==> src/rtl/out_port_tx_if.sv <==
// Write-side and status signals between the CPU output port and the serial transmitter.
interface out_port_tx_if;
  logic       wr_en;
  logic [7:0] wr_data;
  logic       clr_ovf;
  logic       tx;
  logic       busy;
  logic       full;
  logic       empty;
  logic       overflow;

  modport master (
    output wr_en, wr_data, clr_ovf,
    input  tx, busy, full, empty, overflow
  );

  modport slave (
    input  wr_en, wr_data, clr_ovf,
    output tx, busy, full, empty, overflow
  );
endinterface

==> src/rtl/out_port_tx.sv <==
// Output-port peripheral: buffers OUT bytes in a small FIFO and sends each one as an 8N1 frame.
module out_port_tx #(
  parameter int unsigned CLKS_PER_BIT = 16,
  parameter int unsigned FIFO_AW      = 2
) (
  input logic          clk,
  input logic          rst_n,
  out_port_tx_if.slave bus_io
);

  localparam int unsigned Depth = 1 << FIFO_AW;
  localparam int unsigned TmrW  = (CLKS_PER_BIT > 1) ? $clog2(CLKS_PER_BIT) : 1;
  localparam logic [TmrW-1:0]  TmrLast   = TmrW'(CLKS_PER_BIT - 1);
  localparam logic [FIFO_AW:0] CountFull = (FIFO_AW + 1)'(Depth);

  typedef enum logic [1:0] {StIdle, StStart, StData, StStop} state_e;

  // FIFO storage and bookkeeping
  logic [7:0]         mem_q [Depth];
  logic [FIFO_AW-1:0] wr_ptr_q, wr_ptr_d;
  logic [FIFO_AW-1:0] rd_ptr_q, rd_ptr_d;
  logic [FIFO_AW:0]   count_q, count_d;
  logic               ovf_q, ovf_d;
  logic               full, empty, push, pop, drop;
  logic [7:0]         head;

  // Serialiser
  state_e          state_q, state_d;
  logic [TmrW-1:0] tmr_q, tmr_d;
  logic [2:0]      idx_q, idx_d;
  logic [7:0]      shreg_q, shreg_d;
  logic            tx_q, tx_d;
  logic            bit_end;

  assign full  = (count_q == CountFull);
  assign empty = (count_q == '0);
  assign head  = mem_q[rd_ptr_q];

  // A pop in the same cycle frees the slot, so a write to a full FIFO is still accepted.
  assign push = bus_io.wr_en && (!full || pop);
  assign drop = bus_io.wr_en && full && !pop;

  always_comb begin
    wr_ptr_d = wr_ptr_q;
    rd_ptr_d = rd_ptr_q;
    count_d  = count_q;
    ovf_d    = ovf_q;
    if (push) wr_ptr_d = wr_ptr_q + 1'b1;
    if (pop)  rd_ptr_d = rd_ptr_q + 1'b1;
    unique case ({push, pop})
      2'b10:   count_d = count_q + 1'b1;
      2'b01:   count_d = count_q - 1'b1;
      default: count_d = count_q;
    endcase
    if (drop) begin
      ovf_d = 1'b1;
    end else if (bus_io.clr_ovf) begin
      ovf_d = 1'b0;
    end
  end

  always_ff @(posedge clk) begin
    if (push) mem_q[wr_ptr_q] <= bus_io.wr_data;
  end

  always_ff @(posedge clk or negedge rst_n) begin
    if (!rst_n) begin
      wr_ptr_q <= '0;
      rd_ptr_q <= '0;
      count_q  <= '0;
      ovf_q    <= 1'b0;
    end else begin
      wr_ptr_q <= wr_ptr_d;
      rd_ptr_q <= rd_ptr_d;
      count_q  <= count_d;
      ovf_q    <= ovf_d;
    end
  end

  assign bit_end = (tmr_q == TmrLast);

  // tx_d carries the line level of the state being entered so that tx stays registered.
  always_comb begin
    state_d = state_q;
    tmr_d   = tmr_q;
    idx_d   = idx_q;
    shreg_d = shreg_q;
    tx_d    = tx_q;
    pop     = 1'b0;
    unique case (state_q)
      StIdle: begin
        tx_d = 1'b1;
        if (!empty) begin
          pop     = 1'b1;
          shreg_d = head;
          tmr_d   = '0;
          state_d = StStart;
          tx_d    = 1'b0;
        end
      end
      StStart: begin
        if (bit_end) begin
          tmr_d   = '0;
          idx_d   = '0;
          state_d = StData;
          tx_d    = shreg_q[0];
        end else begin
          tmr_d = tmr_q + 1'b1;
        end
      end
      StData: begin
        if (bit_end) begin
          tmr_d   = '0;
          shreg_d = {1'b0, shreg_q[7:1]};
          if (idx_q == 3'd7) begin
            state_d = StStop;
            tx_d    = 1'b1;
          end else begin
            idx_d = idx_q + 1'b1;
            tx_d  = shreg_q[1];
          end
        end else begin
          tmr_d = tmr_q + 1'b1;
        end
      end
      StStop: begin
        if (bit_end) begin
          tmr_d = '0;
          if (!empty) begin
            // Chain straight into the next start bit with no idle gap.
            pop     = 1'b1;
            shreg_d = head;
            state_d = StStart;
            tx_d    = 1'b0;
          end else begin
            state_d = StIdle;
            tx_d    = 1'b1;
          end
        end else begin
          tmr_d = tmr_q + 1'b1;
        end
      end
      default: begin
        state_d = StIdle;
        tx_d    = 1'b1;
      end
    endcase
  end

  always_ff @(posedge clk or negedge rst_n) begin
    if (!rst_n) begin
      state_q <= StIdle;
      tmr_q   <= '0;
      idx_q   <= '0;
      shreg_q <= '0;
      tx_q    <= 1'b1;
    end else begin
      state_q <= state_d;
      tmr_q   <= tmr_d;
      idx_q   <= idx_d;
      shreg_q <= shreg_d;
      tx_q    <= tx_d;
    end
  end

  assign bus_io.tx       = tx_q;
  assign bus_io.busy     = (state_q != StIdle);
  assign bus_io.full     = full;
  assign bus_io.empty    = empty;
  assign bus_io.overflow = ovf_q;

endmodule
==> src/flat_wrapper.sv <==
// flat-port wrapper written by rule: the top's interface ports become plain ports
module out_port_tx_flat 
#(
  parameter int unsigned CLKS_PER_BIT = 16,
  parameter int unsigned FIFO_AW      = 2
)
  (clk, rst_n, bus_io_wr_en, bus_io_wr_data, bus_io_clr_ovf, bus_io_tx, bus_io_busy, bus_io_full, bus_io_empty, bus_io_overflow);
  out_port_tx_if bus_io_i ();
  input logic clk;
  input logic rst_n;
  input wire logic [$bits(bus_io_i.wr_en)-1:0] bus_io_wr_en;
  input wire logic [$bits(bus_io_i.wr_data)-1:0] bus_io_wr_data;
  input wire logic [$bits(bus_io_i.clr_ovf)-1:0] bus_io_clr_ovf;
  output wire logic [$bits(bus_io_i.tx)-1:0] bus_io_tx;
  output wire logic [$bits(bus_io_i.busy)-1:0] bus_io_busy;
  output wire logic [$bits(bus_io_i.full)-1:0] bus_io_full;
  output wire logic [$bits(bus_io_i.empty)-1:0] bus_io_empty;
  output wire logic [$bits(bus_io_i.overflow)-1:0] bus_io_overflow;
  assign bus_io_i.wr_en = bus_io_wr_en;
  assign bus_io_i.wr_data = bus_io_wr_data;
  assign bus_io_i.clr_ovf = bus_io_clr_ovf;
  assign bus_io_tx = bus_io_i.tx;
  assign bus_io_busy = bus_io_i.busy;
  assign bus_io_full = bus_io_i.full;
  assign bus_io_empty = bus_io_i.empty;
  assign bus_io_overflow = bus_io_i.overflow;
  out_port_tx #(.CLKS_PER_BIT(CLKS_PER_BIT), .FIFO_AW(FIFO_AW)) u_core (.clk(clk), .rst_n(rst_n), .bus_io(bus_io_i));
endmodule
==> config.mk <==
export PLATFORM = sky130hd
export DESIGN_NAME = out_port_tx_flat
export DESIGN_NICKNAME = d
export VERILOG_FILES = /design/src/rtl/out_port_tx_if.sv /design/src/rtl/out_port_tx.sv /design/src/flat_wrapper.sv
export SDC_FILE = /design/constraint.sdc
export NUM_CORES = 1
export LEC_CHECK = 0
export ABC_AREA = 1
export ABC_CLOCK_PERIOD_IN_PS = 2800
export BUFFER_PORTS_ARGS = -buffer_cell sky130_fd_sc_hd__buf_4
export CAP_MARGIN = 20
export CORE_UTILIZATION = 55
export DETAILED_ROUTE_END_ITERATION = 10
export PLACE_DENSITY = 0.77
export SLEW_MARGIN = 0
export SYNTH_ARGS = -nofsm -noshare
export SYNTH_HDL_FRONTEND = slang
export SYNTH_SLANG_ARGS = --single-unit
==> constraint.sdc <==
create_clock -name clk -period 2.8 [get_ports clk]
set_clock_uncertainty 0.15 [all_clocks]
set_input_delay 0.56 -clock clk [delete_from_list [all_inputs] [get_ports clk]]
set_output_delay 0.56 -clock clk [all_outputs]
set_load 0.01 [all_outputs]
==> results of run 1 <==
[final cells by class]
| class | count | area, um^2 | area share |
|---|---|---|---|
| flip-flops and latches | 58 | 1613 | 0.5244 |
| multi-input cells | 162 | 913.4 | 0.2970 |
| repair buffers | 23 | 175.2 | 0.05696 |
| clock buffers | 10 | 137.6 | 0.04475 |
| inverters | 30 | 112.6 | 0.03662 |
| well taps | 54 | 67.56 | 0.02197 |
| clock inverters | 6 | 56.30 | 0.01831 |
[sequential cells by signal, indices dropped and copies added, names as in the netlist]
| name | count |
|---|---|
| u_core.shreg_q | 8 |
| u_core.bus_io.overflow | 1 |
| u_core.tmr_q | 4 |
| u_core.idx_q | 3 |
| u_core.rd_ptr_q | 2 |
| u_core.bus_io.tx | 1 |
| u_core.mem_q | 32 |
| u_core.count_q | 3 |
| u_core.state_q | 2 |
| u_core.wr_ptr_q | 2 |
[placed cells by master, fill, tap and decap left out, drive strengths merged, types with 2 or more instances in the layout]
| cell | netlist | final |
|---|---|---|
| clkinv | 0 | 4 |
| clkbuf | 0 | 10 |
| a21oi | 3 | 3 |
| dfrtp | 25 | 25 |
| inv | 30 | 30 |
| nand4 | 2 | 2 |
| o22ai | 7 | 7 |
| buf | 6 | 22 |
| nor2 | 30 | 30 |
| ha | 11 | 11 |
| xor2 | 4 | 4 |
| nand2 | 42 | 42 |
| nand3 | 18 | 18 |
| edfxtp | 32 | 32 |
| o21ai | 39 | 39 |
[synth_stat cells]
cell,count
inv_2,1
inv_1,29
xor2_1,4
buf_2,3
nand2_2,5
nor2_1,29
nand4_2,1
nor2_4,1
o2111ai_1,1
fa_1,1
edfxtp_1,32
nand3_4,1
o211ai_1,1
o22ai_1,7
o21a_1,1
nand3_1,17
o21ai_0,32
ha_1,11
a21oi_1,2
buf_4,2
dfstp_2,1
a21oi_4,1
nand2_1,37
dfrtp_1,25
o21ai_2,1
o31ai_1,1
xnor2_1,1
nand4_1,1
o21ai_1,6
buf_6,1
[worst max-delay path by stage]
stage | startpoint | to | slack [ps] | cells after the start
floorplan | u_core.state_q[0] | u_core.count_q[2] | 570 | 12
detailed placement | u_core.state_q[0] | u_core.count_q[2] | 430 | 12
global placement | u_core.state_q[0] | u_core.count_q[2] | 520 | 12
finish | u_core.state_q[0] | u_core.count_q[2] | 380 | 12
global route | u_core.state_q[0] | u_core.count_q[2] | 230 | 12
CTS | u_core.state_q[0] | u_core.count_q[2] | 380 | 12
[layer usage]
layer / global-route usage / vias up
li1: - / 924
met1: 0.2550 / 879
met2: 0.3291 / 42
met3: 0.06329 / 15
met4: 0.1176 / 0
met5: 0 / -
[through the flow]
step	total power, uW	cell area [um^2]	setup slack, ps
floorplan	1351	2680	567.6
global placement	1487	2872	517.8
detailed placement	1509	2872	427.7
CTS	2261	3075	380.4
global route	2349	3075	230.4
finish	2248	3075	382.3
[cells by family (layout without fill, tap and decap cells)]
group | after synthesis | in the layout | synth area share
AND/OR/NAND/NOR | 92 | 92 | 0.1536
flip-flops | 58 | 58 | 0.6018
AO/OA/AOI/OAI | 53 | 53 | 0.1120
buffers and inverters | 36 | 69 | 0.05742
adder cells (fa/ha/maj) | 12 | 12 | 0.05882
XOR/XNOR | 5 | 5 | 0.01634
[power groups by stage]
stage                     registers (uW)  logic [uW]  clock network [uW]
after CTS                           1090         405                 764
after global routing                1100         454                 790
after global placement              1100         383                   0
after floorplan                     1100         248                   0
final                               1090         401                 753
after detailed placement            1110         401                   0
[critical path, stage by stage, from the launching register on]
cell     delay [ps]
dfrtp_1         410
inv_1           110
ha_1            270
inv_1           130
nand2_1         120
nand3_1         120
nor2_4          130
nand2_2         100
fa_1            460
inv_1            90
nand4_1          90
nand3_1          80
nand2_1          50
[timing repair]
action                    CTS  global route
hold endpoints to repair   25             0
resized for setup           0             0
hold buffers                1             0
==> summary.md, run 1 <==
| Metric | Value |
|---|---|
| Antenna violations before repair | 0 |
| Final setup viols | 0 |
| Final net count | a little over 300 |
| Synth-to-layout area growth | 14.75% |
| Final clock period utilization by the worst path | 0.8635 |
| Sequential fraction of design power | 0.487 |
| Arrival time at the worst endpoint | between 2000 and 3000 ps |
| Number of input and output port buffers inserted | 16 |
| Post-route minimum period | about 2400 ps |
| Leak Pwr | ~0.0014 uW |
| Number of standard cells after synthesis | 256 |
| DP Cell Count | ~330 |
| Top-level port count | 17 |
| Clk network pwr share | 0.335 |
| Worst R2R Setup Slack | approximately 380 ps |
| Width of the chip | around 72 um |
| Total power per unit cell area | 731.0 nW/um^2 |
| Total congestion overflow after global routing | 0 |
| Number of vias in the routed layout | about 1900 |
| Hold slack | 268.3 ps |
| Internal power | 1621 uW |
| Routed wire per std cell | approximately 14 um |
| Number of failing hold endpoints at the final stage | 0 |
| Mean cell area of the mapped netlist | about 10 um^2 |
| Launching point of the worst reg2reg path | u_core.state_q[0] |
| Number of DRC violations after detailed-routing iteration 0 | ~120 |
| Synthesized area | ~2700 um^2 |
| Total routing usage reported by global routing | 0.2080 |
| Net count of the mapped netlist | 280 |
| Number of synthesized register bits | 58 |
| Top achievable clock speed | 413.6 MHz |
| Core Region | around 4700 um^2 |
| # Max-Cap Violations | 0 |
| Post-layout instance count excluding filler cells | 343 |
| Yosys top cell by area | edfxtp_1 |
| Clock transition at the registers of the reported paths | 60 ps |
| Top-area cell type share of the netlist area | 0.3585 |
| Yosys synthesis warning count | 0 |
| Effective utilization at floorplan | 0.5712 |
| Capture endpoint of the worst hold path | u_core.bus_io.overflow |
| Routed length on met3 | roughly 150 um |
| Maximum clock path buffer count | 2 |
| Number of sinks handled by clock tree synthesis | 58 |
| Setup Crit Path Kind | flop to flop |
| Clock latency on the worst-skew pair | ~340 ps |
| Total wire length after detailed routing | 4.835 mm |
| Wire length on met2 | about 2.4 mm |
| Post-DP HPWL | approximately 3.2 mm |
| Crit. End Element | flop |
| Proportion of layout cells with a drive suffix above 1 | 0.1696 |
| Root buf cell | clkbuf_8 |
| Register area share after synthesis | 0.6018 |
| Highest routing layer actually used | met4 |
| Distinct cell type count after synthesis | 30 |
| VDD IR max | between 0.6 and 0.7 mV |
| Nature of the critical path startpoint | flop |
| Antenna fix cells | 0 |
| Classification of the worst-slack hold path | primary input to flop |
| First-pass GRT wire length | about 7.9 mm |
| Number of global-route vias before repair | ~1800 |
| Instance count along the most critical hold path | 2 |
| RSZ-0062 raised after global routing | false |
| Net switching power | around 630 uW |
| Sum Neg Setup Slack | 0 ps |
| Final RePlAce weighted congestion | approximately 0.75 |
| Share of the core filled with cells in the final layout | 0.6555 |
| Part of the total power dissipated in combinational logic | 0.179 |
| Per-cell via count in the routed design | about 5.4 |
| Number of cells traversed by the worst register-to-register path | 12 |
| Switching part of the total | 0.2791 |
| Number of pins exceeding their max-slew limit in the final report | 0 |
| Count of fill cells added during filler insertion | 358 |
| CTS tree | built |
| Rows | 25 |
| Iteration count of the initial detailed-routing pass | 4 |
| Met1 Wirelength | ~2.2 mm |
| Worst endpoint required time | roughly 2900 ps |
| Crit path max fanout | 6 |
| Slew at the pin with the worst max-slew slack | 531.5 ps |
| Biggest area contributors in the synthesized netlist | edfxtp_1, dfrtp_1, o21ai_0 |
| Vertical die dimension | ~72 um |
| Count of buffers added by post-CTS timing repair for setup | 0 |
| Maximum number of pins on one net before global-route repair | 27 |
| Number of levels the H-tree was split into | 3 |
| Clock buffer count from CTS | 9 |
| Number of remaining DRC errors | 0 |
| Run status | complete, no violations |
| Slew Limit Headroom | 0.6453 |
| Worst reg2reg endpoint | u_core.count_q[2] |
| Worst hold start | bus_io_clr_ovf |
| Area of the die | 5156 um^2 |
| Number of antenna-violating nets in the routed design | 0 |
Power figures use the tool's default switching activity.
==> run 2, diff against run 1 <==
- ABC_AREA: 1 -> not set
- GPL_TIMING_DRIVEN: not set -> 0
==> run 2 against run 1 <==
Utilization rose by 2.0 points. Sequential cell count is the same. Count of clock-buffer cells in the layout decreased by 1. Sequential power rose by 25%. Synthesized cell count decreased by 19%. First-iteration DRC count shrank 13%. Register-to-register slack lost 250 ps.
==> summary.md, run 2 <==
| Metric | Value |
|---|---|
| Library cell with the highest instance count after synthesis | edfxtp_1 |
| Proportion of layout cells with a drive suffix above 1 | 0.2686 (+0.09904) |
| Top-level port count | 17 (unchanged) |
| Number of failing hold endpoints at the final stage | 0 (unchanged) |
| Number of standard cells after synthesis | 207 (-19%) |
| Final clock period utilization by the worst path | 0.9519 (+0.08840) |
| Clk network pwr share | 0.216 (-0.119) |
| Internal power | 2430 uW (+50%) |
| Clock transition at the registers of the reported paths | 70 ps (about the same) |
| Crit. End Element | flop |
| Vertical die dimension | 72.55 um (+1.0%) |
| Post-route minimum period | 2665 ps (+247.5 ps) |
| Synthesized area | 2738 um^2 (+2.1%) |
| Number of levels the H-tree was split into | 3 (unchanged) |
| Number of antenna-violating nets in the routed design | 0 (unchanged) |
| Crit path max fanout | 7 (+1) |
| Number of pins exceeding their max-slew limit in the final report | 0 (unchanged) |
| Clock buffer count from CTS | 9 (unchanged) |
| Reg with most FFs | u_core.mem_q |
| Total design power | 3764 uW (+67%) |
| Total power per unit cell area | 1171 nW/um^2 (+60%) |
| Synth-to-layout area growth | 17.37% |
| Register area share after synthesis | 0.5891 (-0.01265) |
| CTS tree | built |
| Number of DRC violations after detailed-routing iteration 0 | 103 (-13%) |
| Routed wire per std cell | 14.86 um (+5.4%) |
| Most frequently used flop master after synthesis | edfxtp_1 |
| Antenna violations before repair | 0 (unchanged) |
| # Max-Cap Violations | 0 (unchanged) |
| RSZ-0062 raised after global routing | false |
| Net switching power | 1334 uW (+110%) |
| Sum Neg Setup Slack | 0 ps (unchanged) |
| Share of the core filled with cells in the final layout | 0.6758 (+0.02032) |
| Count of fill cells added during filler insertion | 355 (-0.84%) |
| Number of input and output port buffers inserted | 16 (unchanged) |
| Asr flop ratio synth | 0.4483 (unchanged) |
| Biggest area contributors in the synthesized netlist | edfxtp_1, dfrtp_1, mux4_2 |
| Number of synthesized register bits | 58 (unchanged) |
| Classification of the worst-slack hold path | primary input to flop |
| Arrival time at the worst endpoint | 2740 ps (+240 ps) |
| Switching part of the total | 0.3544 (+0.07532) |
| Top cells by count, synth | edfxtp_1, dfrtp_1, nand2_1 |
| Worst endpoint required time | 2880 ps (about the same) |
| Area of the die | 5264 um^2 (+2.1%) |
| Effective utilization at floorplan | 0.5758 (+0.004590) |
| Final RePlAce weighted congestion | 0.7712 (+3.1%) |
| Number of vias in the routed layout | 1684 (-9.5%) |
| Post-DP HPWL | 3.066 mm (-4.4%) |
| Number of sinks handled by clock tree synthesis | 58 (unchanged) |
| Cell area reported after detailed placement | 2942 um^2 (+2.4%) |
| Nature of the critical path startpoint | flop |
| Flip-flop count of the largest register, all copies and words added | 32 (unchanged) |
| Yosys synthesis warning count | 0 (unchanged) |
| Iteration count of the initial detailed-routing pass | 4 (unchanged) |
| Root buf cell | clkbuf_8 |
| Top achievable clock speed | 375.2 MHz (-9.3%) |
| Area used by multi-input combinational logic | 1065 um^2 (+17%) |
| First-pass GRT wire length | 7.334 mm (-6.8%) |
| Total wire length after detailed routing | 4.593 mm (-5.0%) |
| Per-cell via count in the routed design | 5.450 (+0.50%) |
| Net count of the mapped netlist | 231 (-18%) |
| Final net count | 261 (-15%) |
| Maximum clock path buffer count | 2 (unchanged) |
| Mean cell area of the mapped netlist | 13.23 um^2 (+26%) |
| VDD IR max | 0.7175 mV (+14%) |
| Setup Crit Path Kind | flop to flop |
| Distinct cell type count after synthesis | 47 (+57%) |
| Post-route design area | 3213 um^2 (+4.5%) |
| Antenna fix cells | 0 (unchanged) |
| Sequential fraction of design power | 0.361 (-0.126) |
| Top-area cell type share of the netlist area | 0.3510 (-0.007538) |
| Part of the total power dissipated in combinational logic | 0.423 (+0.244) |
| Rows | 25 (unchanged) |
| Clock latency on the worst-skew pair | 340 ps (about the same) |
| Leak Pwr | 0.001259 uW (-7.0%) |
| Worst setup slack after layout | 134.8 ps (-247.5 ps) |
| Number of global-route vias before repair | 1576 (-10%) |
| Number of enable-type register cells in the synthesized netlist | 32 (unchanged) |
| Final setup viols | 0 (unchanged) |
| Slew at the pin with the worst max-slew slack | 540.4 ps (+8.833 ps) |
| Registers with the most flip-flops | u_core.mem_q (32), u_core.shreg_q (8), u_core.tmr_q (4) |
| Setup slack after placement | -106.9 ps (-534.6 ps) |
| Width of the chip | 72.55 um (+1.0%) |
| Run status | complete, no violations |
| Slew Limit Headroom | 0.6398 (-0.005498) |
| Total congestion overflow after global routing | 0 (unchanged) |
| Core Region | 4755 um^2 (+1.3%) |
| Total routing usage reported by global routing | 0.1931 (-0.01491) |
| Area taken by flip-flops and latches | 1614 um^2 (about the same) |
| Number of remaining DRC errors | 0 (unchanged) |
| Leading cell type in the layout, fill and taps excluded | edfxtp_1 |
| Commonest non-fill, non-tap cells in the layout | edfxtp_1, dfrtp_1, nand2_1, buf_4, nor2_1 |
| Maximum number of pins on one net before global-route repair | 27 (unchanged) |
| Yosys top cell by area | edfxtp_1 |
==> run 2: cell count changes in the layout (fill, tap and decap cells not counted), sizes merged, moves of 3 or more <==
cell    delta
mux4       +8
mux2       +4
o21ai     -30
clkbuf     +3
nor3       +3
o22ai      -6
nand3     -11
inv       -18
nor2      -14
and2       +5
a31oi      +8
nand2     -21
==> run 2: power groups by stage <==
stage	Clock (uW)	Combinational [uW]	Sequential, uW
floorplan	0	1180	1330
global placement	0	1470	1350
detailed placement	0	1510	1360
CTS	821	1580	1350
global route	852	1770	1390
finish	813	1590	1360
==> run 2: layer usage <==
metal,vias up,share of wire,GRT usage
met2,27,0.47,0.2970
li1,825,-,-
met3,8,0.037,0.06250
met5,-,0,0
met4,0,0.015,0.07407
met1,824,0.48,0.2571
==> run 2: cells by family (layout without fill, tap and decap cells) <==
family | Yosys count | count (layout) | synth area share
and+or+nand+nor | 59 | 59 | 0.1010
DFF | 58 | 58 | 0.5891
AOI/OAI and AO/OA | 38 | 38 | 0.1115
buffers and inverters | 21 | 56 | 0.03564
muxes | 13 | 13 | 0.08592
adders and majority gates | 12 | 12 | 0.05759
xor gates and xnor gates | 6 | 6 | 0.01920
==> run 2: worst paths after layout <==
check	from	to	slack, ps	depth (start not counted)
worst max-delay path	u_core.tmr_q[0]	u_core.count_q[1]	130	9
worst min-delay path	bus_io_clr_ovf	u_core.bus_io.overflow	260	2
worst max register to register	u_core.tmr_q[0]	u_core.count_q[1]	130	9
worst min register to register	u_core.idx_q[1]	u_core.idx_q[1]	370	2
max in group asynchronous	rst_n	u_core.bus_io.tx	1680	2
min in group asynchronous	rst_n	u_core.tmr_q[3]	520	2
==> run 2: critical path, cell delays in order (launching register included) <==
cell and delay, ps:
dfrtp_1 400, ha_2 250, a41oi_2 150, or2_1 250, buf_6 140, nor2_4 110, nand2_1 90, fa_1 520
a311o_1 290, a222oi_1 200
==> run 2: through the flow <==
step / hold slack (ps) / std cells
2_1_floorplan: 114.4 / 207
4_1_cts: 257.2 / 309
5_1_grt: 261.0 / 309
6_report: 264.2 / 309
3_3_place_gp: 342.0 / 290
3_5_place_dp: 344.5 / 290
==> run 2: layout make-up <==
type,count,area share
timing repair buffer,19,0.04517
tap,67,0.02609
multi-input combinational,128,0.3314
buffer,9,0.01636
clock buffer,9,0.03855
inverter,12,0.01402
clock inverter,7,0.02609
sequential,58,0.5023
==> run 2: timing repair <==
item,4_1_cts,5_1_grt
hold buffers,1,0
resized for setup,2,7
gates cloned,0,0
hold endpoints to repair,25,0
pin swaps,0,0
buffers inserted,2,0
setup endpoints to repair,2,2
==> run 3, diff against run 2 <==
- RECOVER_POWER: not set -> 25
==> run 3 against run 2 <==
Die area stayed put. Global-route usage stayed put. Via count is 0.48% lower. Non-clock buffer count stayed put. Largest power group unchanged. Power hardly changed. Clock power is 0.6% higher.
==> summary.md, run 3 (synthesis results as in run 2) <==
| Metric | Value |
|---|---|
| Number of buffer and inverter instances along the worst setup path | 1 (unchanged) |
| Largest stage delay on the critical path | 520 ps (about the same) |
| First-pass GRT wire length | 7.334 mm (unchanged) |
| RSZ-0062 raised after global routing | false |
| Final setup viols | 0 (unchanged) |
| Number of antenna-violating nets in the routed design | 0 (unchanged) |
| Antenna fix cells | 0 (unchanged) |
| Top-level port count | 17 (unchanged) |
| Clock latency on the worst-skew pair | 340 ps (about the same) |
| Post-DP HPWL | 3.066 mm (unchanged) |
| Classification of the worst-slack hold path | primary input to flop |
| Proportion of layout cells with a drive suffix above 1 | 0.2355 (-0.03306) |
| Total congestion overflow after global routing | 0 (unchanged) |
| Clock buffer count from CTS | 9 (unchanged) |
| Number of pins exceeding their max-slew limit in the final report | 0 (unchanged) |
| Dominant delay contributor by cell family on the critical path | adder cells |
| Per-cell via count in the routed design | 5.424 (-0.48%) |
| Setup slack after placement | -106.9 ps (unchanged) |
| Area of the die | 5264 um^2 (unchanged) |
| Leak Pwr | 0.001230 uW (-2.3%) |
| Worst setup slack after layout | 130.3 ps (-4.423 ps) |
| Root buf cell | clkbuf_8 |
| Final net count | 261 (unchanged) |
| Registers with the most flip-flops | u_core.mem_q (32), u_core.shreg_q (8), u_core.tmr_q (4) |
| Number of levels the H-tree was split into | 3 (unchanged) |
| Total routing usage reported by global routing | 0.1931 (unchanged) |
| Final clock period utilization by the worst path | 0.9534 (+0.001580) |
| Clock transition at the registers of the reported paths | 70 ps (about the same) |
| Critical-path cell list | ha_2 > a41oi_2 > or2_1 > buf_6 > nor2_4 > nand2_1 > fa_1 > a311o_1 > a222oi_1 |
| Maximum clock path buffer count | 2 (unchanged) |
| VDD IR max | 0.7174 mV (about the same) |
| Flip-flop count of the largest register, all copies and words added | 32 (unchanged) |
| Iteration count of the initial detailed-routing pass | 4 (unchanged) |
| Rows | 25 (unchanged) |
| Crit. End Element | flop |
| Number of input and output port buffers inserted | 16 (unchanged) |
| Number of vias in the routed layout | 1676 (-0.48%) |
| Top achievable clock speed | 374.6 MHz (-0.17%) |
| Maximum number of pins on one net before global-route repair | 27 (unchanged) |
| Width of the chip | 72.55 um (unchanged) |
| Number of sinks handled by clock tree synthesis | 58 (unchanged) |
| Slew at the pin with the worst max-slew slack | 525.3 ps (-15.11 ps) |
| Reg with most FFs | u_core.mem_q |
| Slew Limit Headroom | 0.6498 (+0.01007) |
| Cell at the slowest stage of the critical path | fa_1 |
| Effective utilization at floorplan | 0.5758 (unchanged) |
| Antenna violations before repair | 0 (unchanged) |
| Core Region | 4755 um^2 (unchanged) |
| Commonest non-fill, non-tap cells in the layout | edfxtp_1, dfrtp_1, nand2_1, nor2_1, clkbuf_1 |
| Routed wire per std cell | 14.86 um (unchanged) |
| Total power per unit cell area | 1183 nW/um^2 (+0.95%) |
| Arrival time at the worst endpoint | 2750 ps (about the same) |
| CTS tree | built |
| Leading cell type in the layout, fill and taps excluded | edfxtp_1 |
| Sum Neg Setup Slack | 0 ps (unchanged) |
| Worst endpoint required time | 2880 ps (about the same) |
| Crit path max fanout | 7 (unchanged) |
| Final RePlAce weighted congestion | 0.7712 (unchanged) |
| Vertical die dimension | 72.55 um (unchanged) |
| Number of remaining DRC errors | 0 (unchanged) |
| Post-route minimum period | 2670 ps (+4.423 ps) |
| Number of failing hold endpoints at the final stage | 0 (unchanged) |
| Setup Crit Path Kind | flop to flop |
| Run status | complete, no violations |
| # Max-Cap Violations | 0 (unchanged) |
| Number of DRC violations after detailed-routing iteration 0 | 111 (+7.8%) |
| Count of fill cells added during filler insertion | 363 (+2.3%) |
| Synth-to-layout area growth | 16.27% |
| Number of global-route vias before repair | 1576 (unchanged) |
| Share of the core filled with cells in the final layout | 0.6695 (-0.006315) |
| Total wire length after detailed routing | 4.593 mm (unchanged) |
| Nature of the critical path startpoint | flop |
-- run 3: layout make-up --
class | count | area [um^2] | share of cell area
buffer | 9 | 52.55 | 0.01651
clock buffer | 9 | 123.9 | 0.03892
clock inverter | 7 | 83.83 | 0.02634
inverter | 12 | 45.04 | 0.01415
multi-input combinational | 128 | 1065 | 0.3345
sequential | 58 | 1614 | 0.5071
tap | 67 | 83.83 | 0.02634
timing repair buffer | 19 | 115.1 | 0.03616
-- run 3: final timing paths --
kind	startpoint	endpoint	slack (ps)	cells after the start
hold reg to reg	u_core.idx_q[1]	u_core.idx_q[1]	370	2
hold / removal	bus_io_clr_ovf	u_core.bus_io.overflow	260	2
min in group asynchronous	rst_n	u_core.shreg_q[2]	520	2
setup reg to reg	u_core.tmr_q[0]	u_core.count_q[1]	130	9
max in group asynchronous	rst_n	u_core.bus_io.tx	1680	2
setup / recovery	u_core.tmr_q[0]	u_core.count_q[1]	130	9
-- run 3: timing repair --
| item | in CTS | in global routing |
|---|---|---|
| buffers inserted | 2 | 0 |
| endpoints found under the setup margin | 2 | 2 |
| endpoints found under the hold margin | 25 | 0 |
| gates resized for setup | 2 | 7 |
| hold buffers | 1 | 0 |
-- run 3: report_power, final --
part / total [uW] / switching (uW) / internal, uW
clock network: 818 / 327 / 491
logic: 1590 / 851 / 738
registers: 1360 / 161 / 1200
-- run 3: metal layers --
metal  part of all wire  track usage  vias to the layer above
met2               0.47       0.2970                       26
met1               0.47       0.2571                      822
met4              0.015      0.07407                        0
met5                  0            0                        -
li1                   -            -                      821
met3              0.038      0.06250                        7
-- run 3: worst register-to-register path: stages, from the launching register on --
cell and delay (ps):
dfrtp_1 400, ha_2 250, a41oi_2 150, or2_1 250, buf_6 140, nor2_4 110
nand2_1 90, fa_1 520, a311o_1 290, a222oi_1 200
-- run 3: per-stage QoR --
stage | area (um^2) | hold slack, ps | power [uW] | cells
3_5_place_dp | 2942 | 344.5 | 2871 | 290
6_report | 3183 | 262.7 | 3764 | 309
2_1_floorplan | 2738 | 114.4 | 2511 | 207
4_1_cts | 3189 | 257.2 | 3745 | 309
5_1_grt | 3183 | 267.1 | 4008 | 309
3_3_place_gp | 2942 | 342.0 | 2824 | 290
